`src/rtl/driver_74hc165_pkg.sv`:
```
// Shared state encodings and default geometry for the 74HC165 panel-input scanner.
package driver_74hc165_pkg;

  localparam int DEF_WIDTH    = 16;
  localparam int DEF_HALF     = 2;
  localparam int DEF_LOAD_CYC = 2;
  localparam int NUM_CHAINS   = 4;
  localparam int CNT_W        = 16;

  typedef enum logic [2:0] {
    ST_IDLE   = 3'd0,
    ST_LOAD   = 3'd1,
    ST_SETTLE = 3'd2,
    ST_SHIFT  = 3'd3,
    ST_DONE   = 3'd4
  } state_e;

endpackage

```
`src/rtl/driver_74hc165_serial_slot_timer.sv`:
```
// Bit-slot timing for the serial shift phase: phase/slot counters, registered SRCLK,
// mid-slot sample strobe and last-slot flag.
module driver_74hc165_serial_slot_timer #(
  parameter int WIDTH = 16,
  parameter int HALF  = 2
) (
  input  logic clk,
  input  logic resetn,
  input  logic active_i,
  input  logic active_nxt_i,
  output logic srclk_o,
  output logic sample_o,
  output logic last_slot_o
);

  localparam int PH_W  = $clog2(2 * HALF);
  localparam int BIT_W = $clog2(WIDTH);

  logic [PH_W-1:0]  ph_q, ph_d;
  logic [BIT_W-1:0] bit_q, bit_d;
  logic             srclk_q, srclk_d;
  logic             slot_end;

  assign slot_end = active_i && (ph_q == PH_W'(2 * HALF - 1));

  // Counters sit at zero outside SHIFT so the first slot starts cleanly.
  always_comb begin
    ph_d  = '0;
    bit_d = '0;
    if (active_i) begin
      ph_d  = slot_end ? '0 : ph_q + 1'b1;
      bit_d = slot_end ? bit_q + 1'b1 : bit_q;
    end
  end

  // SRCLK is registered against next-cycle phase so it lines up with ph_q.
  assign srclk_d = active_nxt_i && (ph_d >= PH_W'(HALF));

  always_ff @(posedge clk) begin
    if (!resetn) begin
      ph_q    <= '0;
      bit_q   <= '0;
      srclk_q <= 1'b0;
    end else begin
      ph_q    <= ph_d;
      bit_q   <= bit_d;
      srclk_q <= srclk_d;
    end
  end

  assign srclk_o     = srclk_q;
  assign sample_o    = active_i && (ph_q == PH_W'(HALF - 1));
  assign last_slot_o = slot_end && (bit_q == BIT_W'(WIDTH - 1));

endmodule

```
`src/rtl/driver_74hc165.sv`:
```
// Scans four daisy-chained 74HC165 chains into parallel words.
// Optional DRIVER_74HC165_DEBOUNCE_EN: publish a chain only when two successive frames agree.
module driver_74hc165
  import driver_74hc165_pkg::*;
#(
  parameter int WIDTH    = DEF_WIDTH,
  parameter int HALF     = DEF_HALF,
  parameter int LOAD_CYC = DEF_LOAD_CYC
) (
  input  logic             clk,
  input  logic             resetn,
  input  logic             scan_en,
  input  logic             QH_0,
  input  logic             QH_1,
  input  logic             QH_2,
  input  logic             QH_3,
  output logic             SH_LD_N,
  output logic             SRCLK,
  output logic [WIDTH-1:0] data_0,
  output logic [WIDTH-1:0] data_1,
  output logic [WIDTH-1:0] data_2,
  output logic [WIDTH-1:0] data_3,
  output logic             data_valid
);

  state_e                               state_q, state_d;
  logic [CNT_W-1:0]                     cnt_q, cnt_d;
  logic [NUM_CHAINS-1:0]                qh_q;
  logic [NUM_CHAINS-1:0][WIDTH-1:0]     sr_q;
  logic [NUM_CHAINS-1:0][WIDTH-1:0]     data_q, data_d;
  logic                                 sh_ld_n_q, sh_ld_n_d;
  logic                                 valid_q, valid_d;
  logic                                 shift_act, shift_nxt, done_nxt;
  logic                                 sample, last_slot;
`ifdef DRIVER_74HC165_DEBOUNCE_EN
  logic [NUM_CHAINS-1:0][WIDTH-1:0]     cand_q, cand_d;
`endif

  always_ff @(posedge clk) begin
    if (!resetn) qh_q <= '0;
    else         qh_q <= {QH_3, QH_2, QH_1, QH_0};
  end

  // State register
  always_ff @(posedge clk) begin
    if (!resetn) begin
      state_q <= ST_IDLE;
      cnt_q   <= '0;
    end else begin
      state_q <= state_d;
      cnt_q   <= cnt_d;
    end
  end

  // Next-state logic
  always_comb begin
    state_d = state_q;
    cnt_d   = '0;
    unique case (state_q)
      ST_IDLE:   if (scan_en) state_d = ST_LOAD;
      ST_LOAD:   if (cnt_q == CNT_W'(LOAD_CYC - 1)) state_d = ST_SETTLE;
                 else cnt_d = cnt_q + 1'b1;
      ST_SETTLE: if (cnt_q == CNT_W'(HALF - 1)) state_d = ST_SHIFT;
                 else cnt_d = cnt_q + 1'b1;
      ST_SHIFT:  if (last_slot) state_d = ST_DONE;
      ST_DONE:   state_d = scan_en ? ST_LOAD : ST_IDLE;
      default:   state_d = ST_IDLE;
    endcase
  end

  assign shift_act = (state_q == ST_SHIFT);
  assign shift_nxt = (state_d == ST_SHIFT);
  assign done_nxt  = (state_d == ST_DONE);

  driver_74hc165_serial_slot_timer #(
    .WIDTH (WIDTH),
    .HALF  (HALF)
  ) u_timer (
    .clk          (clk),
    .resetn       (resetn),
    .active_i     (shift_act),
    .active_nxt_i (shift_nxt),
    .srclk_o      (SRCLK),
    .sample_o     (sample),
    .last_slot_o  (last_slot)
  );

  always_ff @(posedge clk) begin
    if (!resetn) begin
      sr_q <= '0;
    end else if (sample) begin
      for (int k = 0; k < NUM_CHAINS; k++)
        sr_q[k] <= {sr_q[k][WIDTH-2:0], qh_q[k]};
    end
  end

  // Output logic: computed from next state so the pins are plain flops and the
  // publish lands in the DONE cycle itself, together with data_valid.
  always_comb begin
    sh_ld_n_d = (state_d != ST_LOAD);
    data_d    = data_q;
    valid_d   = 1'b0;
`ifdef DRIVER_74HC165_DEBOUNCE_EN
    cand_d    = cand_q;
    if (done_nxt) begin
      for (int k = 0; k < NUM_CHAINS; k++) begin
        cand_d[k] = sr_q[k];
        // A chain counts as updated only when a confirmed word differs from what is shown.
        if (sr_q[k] == cand_q[k] && sr_q[k] != data_q[k]) begin
          data_d[k] = sr_q[k];
          valid_d   = 1'b1;
        end
      end
    end
`else
    if (done_nxt) begin
      data_d  = sr_q;
      valid_d = 1'b1;
    end
`endif
  end

  always_ff @(posedge clk) begin
    if (!resetn) begin
      sh_ld_n_q <= 1'b1;
      valid_q   <= 1'b0;
      data_q    <= '0;
`ifdef DRIVER_74HC165_DEBOUNCE_EN
      cand_q    <= '0;
`endif
    end else begin
      sh_ld_n_q <= sh_ld_n_d;
      valid_q   <= valid_d;
      data_q    <= data_d;
`ifdef DRIVER_74HC165_DEBOUNCE_EN
      cand_q    <= cand_d;
`endif
    end
  end

  assign SH_LD_N    = sh_ld_n_q;
  assign data_valid = valid_q;
  assign data_0     = data_q[0];
  assign data_1     = data_q[1];
  assign data_2     = data_q[2];
  assign data_3     = data_q[3];

endmodule
```
`config.mk`:
```
export PLATFORM = sky130hd
export DESIGN_NAME = driver_74hc165
export DESIGN_NICKNAME = d
export VERILOG_FILES = /design/src/rtl/driver_74hc165_pkg.sv /design/src/rtl/driver_74hc165_serial_slot_timer.sv /design/src/rtl/driver_74hc165.sv
export SDC_FILE = /design/constraint.sdc
export NUM_CORES = 1
export LEC_CHECK = 0
export CAP_MARGIN = 30
export CORE_MARGIN = 2
export CORE_UTILIZATION = 55
export CTS_CLUSTER_DIAMETER = 80
export DETAILED_ROUTE_END_ITERATION = 8
export PLACE_DENSITY = 0.81
export SYNTH_ARGS = -nofsm -noshare
export SYNTH_HDL_FRONTEND = slang
export SYNTH_SLANG_ARGS = --single-unit
```
`constraint.sdc`:
```
create_clock -name clk -period 3.4 [get_ports clk]
set_input_delay 0.68 -clock clk [delete_from_list [all_inputs] [get_ports clk]]
set_output_delay 0.68 -clock clk [all_outputs]
set_load 0.01 [all_outputs]
```
==> results of run 1 <==
==> layer usage <==
metal	global-route usage	routed length [um]	part of all wire	vias to the layer above
li1	-	-	-	2361
met1	0.261	5190	0.44	2192
met2	0.363	6000	0.50	128
met3	0.0472	508	0.043	20
met4	0.101	223	0.019	0
met5	0	0	0	-
==> cells in the mapped netlist (all sizes together) <==
cell type and count:
a22oi 1, nand4 8, clkinv 1, nand2b 3, nor4b 1, a31o 1
nand2 264, ha 5, mux2i 1, xor2 13, inv 4, buf 27
and4 5, nor2 24, and3 2, clkbuf 18, o21a 1, nor3 3
nor4 2, xnor2 3, nand3b 1, a31oi 1, and3b 1, or2b 1
nand3 4, and2 8, o31ai 1, a21oi 130, a211o 1, dfxtp 160
o32ai 1
==> report_power, final <==
| group | leakage [nW] | switching, mW | internal (mW) |
|---|---|---|---|
| combinational | 0.744 | 0.0491 | 0.0259 |
| sequential | 1.29 | 0.00950 | 1.88 |
| clock | 0.266 | 0.792 | 0.945 |
| total | 2.30 | 0.850 | 2.85 |
==> flip-flops by register name, summed over array words and instances (netlist names) <==
register and count:
SH_LD_N 1, state_q 3, u_timer.srclk_o 1, sr_q 64, data_2 16, u_timer.ph_q 2, cnt_q 16, qh_q 4
u_timer.bit_q 4, data_3 16, data_0 16, data_1 16, data_valid 1
==> cells by family (layout without fill, tap and decap cells) <==
kind of cell | Yosys count | after routing | share of synthesized area
buffers and inverters | 50 | 113 | 0.0636
adder cells (fa/ha/maj) | 5 | 5 | 0.0107
AO/OA/AOI/OAI | 137 | 137 | 0.124
XOR/XNOR | 16 | 16 | 0.0239
AND/OR/NAND/NOR | 327 | 327 | 0.230
flip-flops | 160 | 160 | 0.546
multiplexers | 1 | 1 | 0.00171
==> stage by stage <==
| stage | setup WS, ps | util | power, mW | hold WS, ps | cells |
|---|---|---|---|---|---|
| final | 1290 | 0.681 | 3.70 | 436 | 895 |
| after global routing | 1240 | 0.681 | 3.82 | 463 | 895 |
| after CTS | 1260 | 0.681 | 3.73 | 442 | 895 |
| after detailed placement | 896 | 0.627 | 2.01 | 436 | 863 |
| after global placement | 907 | 0.623 | 2.01 | 424 | 861 |
| after floorplan | 1880 | - | 1.98 | 417 | 696 |
==> area by class of cell <==
class	instances	area, um^2
clock inverter	13	119
multi-input combinational	486	2290
timing repair buffer	76	791
inverter	5	21.3
clock buffer	19	432
sequential	160	3200
tap	136	170
fill	805	3300
==> worst min path at each step <==
stage	start	to	slack, ps	cells past startpoint
after floorplan	qh_q[0]$_SDFF_PN0_	sr_q[0]$_SDFFE_PN0P_	420	2
after global placement	qh_q[2]$_SDFF_PN0_	sr_q[32]$_SDFFE_PN0P_	420	2
after detailed placement	qh_q[2]$_SDFF_PN0_	sr_q[32]$_SDFFE_PN0P_	440	2
after CTS	qh_q[0]$_SDFF_PN0_	sr_q[0]$_SDFFE_PN0P_	440	2
after global routing	data_1[10]$_SDFFE_PN0N_	data_1[10]$_SDFFE_PN0N_	460	2
final	qh_q[0]$_SDFF_PN0_	sr_q[0]$_SDFFE_PN0P_	440	2
==> impl_metrics.yaml, run 1 <==
timing:
  drv_slew: 0
  relSlewSlack: 0.449
  finalCritPeriodShare: 0.620
  hold_viol: 0
  finalSetupViolations: 0
  clock_skew_ps: 9.30
  min_period_ps: 2110
  fmax_ghz: 0.474
  worstMarginPinSlew_ps: 826
  setup_tns_ps: 0
  rsz0062_at_grt: "false"
floorplanning:
  ios: 74
  die_x_um: 107
  rows: 37
  fp.coreArea_um2: 10300
  initial_core_util: 0.568
  die_area_um2: 11500
  die_height_um: 107
pwr:
  power_leakage_nw: 2.30
  powerDensity_nw_per_um2: 527
  vdd_drop_max_mv: 0.262
critical_path:
  r2r-start: "u_timer.ph_q[0]$_SDFF_PN0_"
  crit_cells: 1
  start_kind: "flop"
  cp.required_ps: 2720
  r2r_cells: 5
  endpoint: "data_2[0]"
  crit_family: "buffers and inverters"
  slowest_delay_ps: 550
  slowest_stage: "clkdlybuf4s50_1"
  r2r_slack_ps: 1380
  cp_max_fo: 2
  critPathBufInv: 1
  critPathKind: "reg -> out"
  crit-reg2reg-capture: "data_2[0]$_SDFFE_PN0N_"
  cp-end-kind: "primary output"
  arrival_ps: 1430
  crit_chain: "clkdlybuf4s50_1"
  worstSetupStartpoint: "data_2[0]$_SDFFE_PN0N_"
grt:
  grt_pass1_vias: 4494
  grt_pass1_wl_um: 20000
  grt_max_degree: 88
  grt_antenna_before_repair: 0
  grt_usage: 0.215
  grt_overflow: 0
logic_synthesis:
  synth.distinct_cells: 39
  syn_nets: 708
  syn_area_um2: 5860
  yosys.area.top_type_share: 0.546
  ys_warn_count: 0
  synth_largest_area_cell: "dfxtp_1"
  ys_ff_latch: 160
  syn_avg_cell_area_um2: 8.42
  synth_cells: 696
  synth_area_leaders: "dfxtp_1, nand2_1, a21oi_1"
  ys_seq_area_frac: 0.546
clocking:
  clk_latency_ps: 510
  ctsResizeCount: 0
  htreeDepth: 4
  cts_max_path_buffers: 2
  numCtsBuffers: 17
  root_buffer: "clkbuf_8"
  clkTransAtPathRegs_ps: 60
  cts_tree: "yes"
  post_cts_buffers: 0
  hold_buffers: 0
  cts.sinks: 160
detailed_routing:
  firstDrtPassIters: 5
  drt-total-wl_um: 11900
  route.detailed.drc: 0
  first_iter_violations: 285
  vias: 4701
  avgRoutedWirePerCell_um: 13.3
  routed_via_density: 5.25
  ant_nets: 0
worst_hold_path:
  worstHoldPathType: "reg -> reg"
finish:
  diodes: 0
  drive_above_1_share: 0.0632
  nets: 758
  final_common_cell: "nand2_1"
  area_growth_pct: 19.8
  final_cell_mix: "nand2_1, dfxtp_1, a21oi_1"
  stdcell_area_um2: 7030
place:
  gp_congestion: 0.750
  dpl-instance-area_um2: 6470
  port_buffers: 73
  dp_hpwl_um: 7390
status:
  outcome: "finished, final reports clean"
run:
  maxCapViolations: 0
Note: power is estimated with default switching activity, not from simulation.
==> inputs of run 2 (changes only) <==
--- a/config.mk
+++ b/config.mk
@@ -7,10 +7,10 @@
 export LEC_CHECK = 0
 export CAP_MARGIN = 30
 export CORE_MARGIN = 2
-export CORE_UTILIZATION = 55
+export CORE_UTILIZATION = 49
 export CTS_CLUSTER_DIAMETER = 80
 export DETAILED_ROUTE_END_ITERATION = 8
-export PLACE_DENSITY = 0.81
+export PLACE_DENSITY = 0.77
 export SYNTH_ARGS = -nofsm -noshare
 export SYNTH_HDL_FRONTEND = slang
 export SYNTH_SLANG_ARGS = --single-unit
==> constraint.sdc (replaced) <==
create_clock -name clk -period 1.9 [get_ports clk]
set_input_delay 0.38 -clock clk [delete_from_list [all_inputs] [get_ports clk]]
set_output_delay 0.38 -clock clk [all_outputs]
set_load 0.01 [all_outputs]
==> run 2 against run 1 <==
Sequential power increased by 79%; critical path type is now reg -> reg; non-clock buffer count rose by 8; utilization shrank 6.0 points; sequential share of layout area down 0.97 points; largest power group unchanged; worst hold slack got worse by 0.94 ps; clock skew is 3.2 ps lower; final cell count increased by 1.7%; final area up 2.2%; register-to-register slack got worse by 1200 ps; clock power up 90%; largest cell class unchanged.
==> impl_metrics.yaml, run 2 (synthesis gave the netlist of run 1 again) <==
status:
  outcome: "finished, final reports clean"
place:
  gp_congestion: 0.790
  port_buffers: 73
  dpl_worst_slack_ps: 180
  dp_hpwl_um: 7510
finish:
  area_growth_pct: 22.4
  nets: 766
  regMostFlops: "sr_q"
  final_common_cell: "nand2_1"
  drive_above_1_share: 0.0717
  largest_reg_flops: 64
  final_cell_mix: "nand2_1, dfxtp_1, a21oi_1"
  diodes: 0
critical_path:
  r2r-start: "u_timer.ph_q[0]$_SDFF_PN0_"
  start_kind: "flop"
  slowest_delay_ps: 360
  slowest_stage: "dfxtp_1"
  arrival_ps: 2090
  worstSetupStartpoint: "u_timer.ph_q[0]$_SDFF_PN0_"
  critPathKind: "reg -> reg"
  crit_chain: "ha_1 > and4_4 > and2_4 > buf_12 > nand2_1 > a21oi_1"
  cp-end-kind: "flop"
  cp.required_ps: 2250
  cp_max_fo: 33
detailed_routing:
  firstDrtPassIters: 4
  highest_layer: "met4"
  avgRoutedWirePerCell_um: 12.9
  first_iter_violations: 247
  route.detailed.drc: 0
  vias: 4644
  routed_via_density: 5.10
  ant_nets: 0
  route.met2.wl_um: 5830
  drt-total-wl_um: 11800
  wl_met3_um: 466
  drt-met1-wl_um: 5260
grt:
  grt_overflow: 0
  grt_pass1_wl_um: 20000
  grt_pass1_vias: 4532
  grt_usage: 0.192
  grt_antenna_before_repair: 0
  grt_max_degree: 65
timing:
  drv_slew: 0
  hold_viol: 0
  hold_ws_ps: 435
  rsz0062_at_grt: "false"
  relSlewSlack: 0.748
  setup_tns_ps: 0
  worstMarginPinSlew_ps: 377
  finalSetupViolations: 0
  fmax_ghz: 0.574
  finalCritPeriodShare: 0.917
  clock_skew_ps: 6.10
  min_period_ps: 1740
  setup_slack_ps: 157
clocking:
  ctsResizeCount: 0
  htreeDepth: 4
  root_buffer: "clkbuf_16"
  cts_max_path_buffers: 2
  cts_tree: "yes"
  hold_buffers: 0
  numCtsBuffers: 17
  clkTransAtPathRegs_ps: 60
  cts.sinks: 160
  clk_latency_ps: 420
  post_cts_buffers: 0
pwr:
  vdd_drop_max_mv: 0.604
  power_leakage_nw: 2.37
  powerDensity_nw_per_um2: 952
  p_total_mw: 6.84
floorplanning:
  die_x_um: 113
  initial_core_util: 0.507
  ios: 74
  fp.coreArea_um2: 11600
  rows: 39
  die_height_um: 113
  die_area_um2: 12900
run:
  maxCapViolations: 0
worst_hold_path:
  min_from: "qh_q[1]$_SDFF_PN0_"
  worstHoldPathType: "reg -> reg"
-- run 2: worst paths after layout --
kind / to / slack, ps / depth (start not counted)
setup reg to reg: data_3[0]$_SDFFE_PN0N_ / 160 / 6
setup / recovery: data_3[0]$_SDFFE_PN0N_ / 160 / 6
hold / removal: sr_q[16]$_SDFFE_PN0P_ / 430 / 2
hold reg to reg: sr_q[16]$_SDFFE_PN0P_ / 430 / 2
-- run 2: critical path: cells and delay by family (launching register included) --
| kind | cells | cell delay [ps] |
|---|---|---|
| buffers and inverters | 1 | 210 |
| AO/OA/AOI/OAI | 1 | 130 |
| flip-flops | 1 | 360 |
| adder cells (fa/ha/maj) | 1 | 320 |
| AND/OR/NAND/NOR | 3 | 640 |
-- run 2: routing by layer --
layer | global-route usage | vias up
li1 | - | 2373
met2 | 0.329 | 100
met1 | 0.228 | 2154
met3 | 0.0494 | 17
met4 | 0.0821 | 0
met5 | 0 | -
-- run 2: stage by stage --
| step | utilization | area, um^2 | instances |
|---|---|---|---|
| 5_1_grt | 0.621 | 7180 | 910 |
| 6_report | 0.621 | 7180 | 910 |
| 3_3_place_gp | 0.570 | 6590 | 878 |
| 4_1_cts | 0.621 | 7180 | 910 |
| 3_5_place_dp | 0.570 | 6590 | 878 |
| 2_1_floorplan | - | 5860 | 696 |
-- run 2: area by class of cell --
class	count	area [um^2]
clock buffers	22	474
clock inverters	10	110
fillers	975	4390
inverters	5	21.3
multi-input cells	486	2290
flip-flops and latches	160	3200
well taps	143	179
repair buffers	84	901
-- run 2: report_power, final --
part           internal [mW]  total [mW]  switching, mW
Combinational         0.0504       0.139         0.0888
Clock                   2.03        3.31           1.28
Sequential              3.37        3.39         0.0177
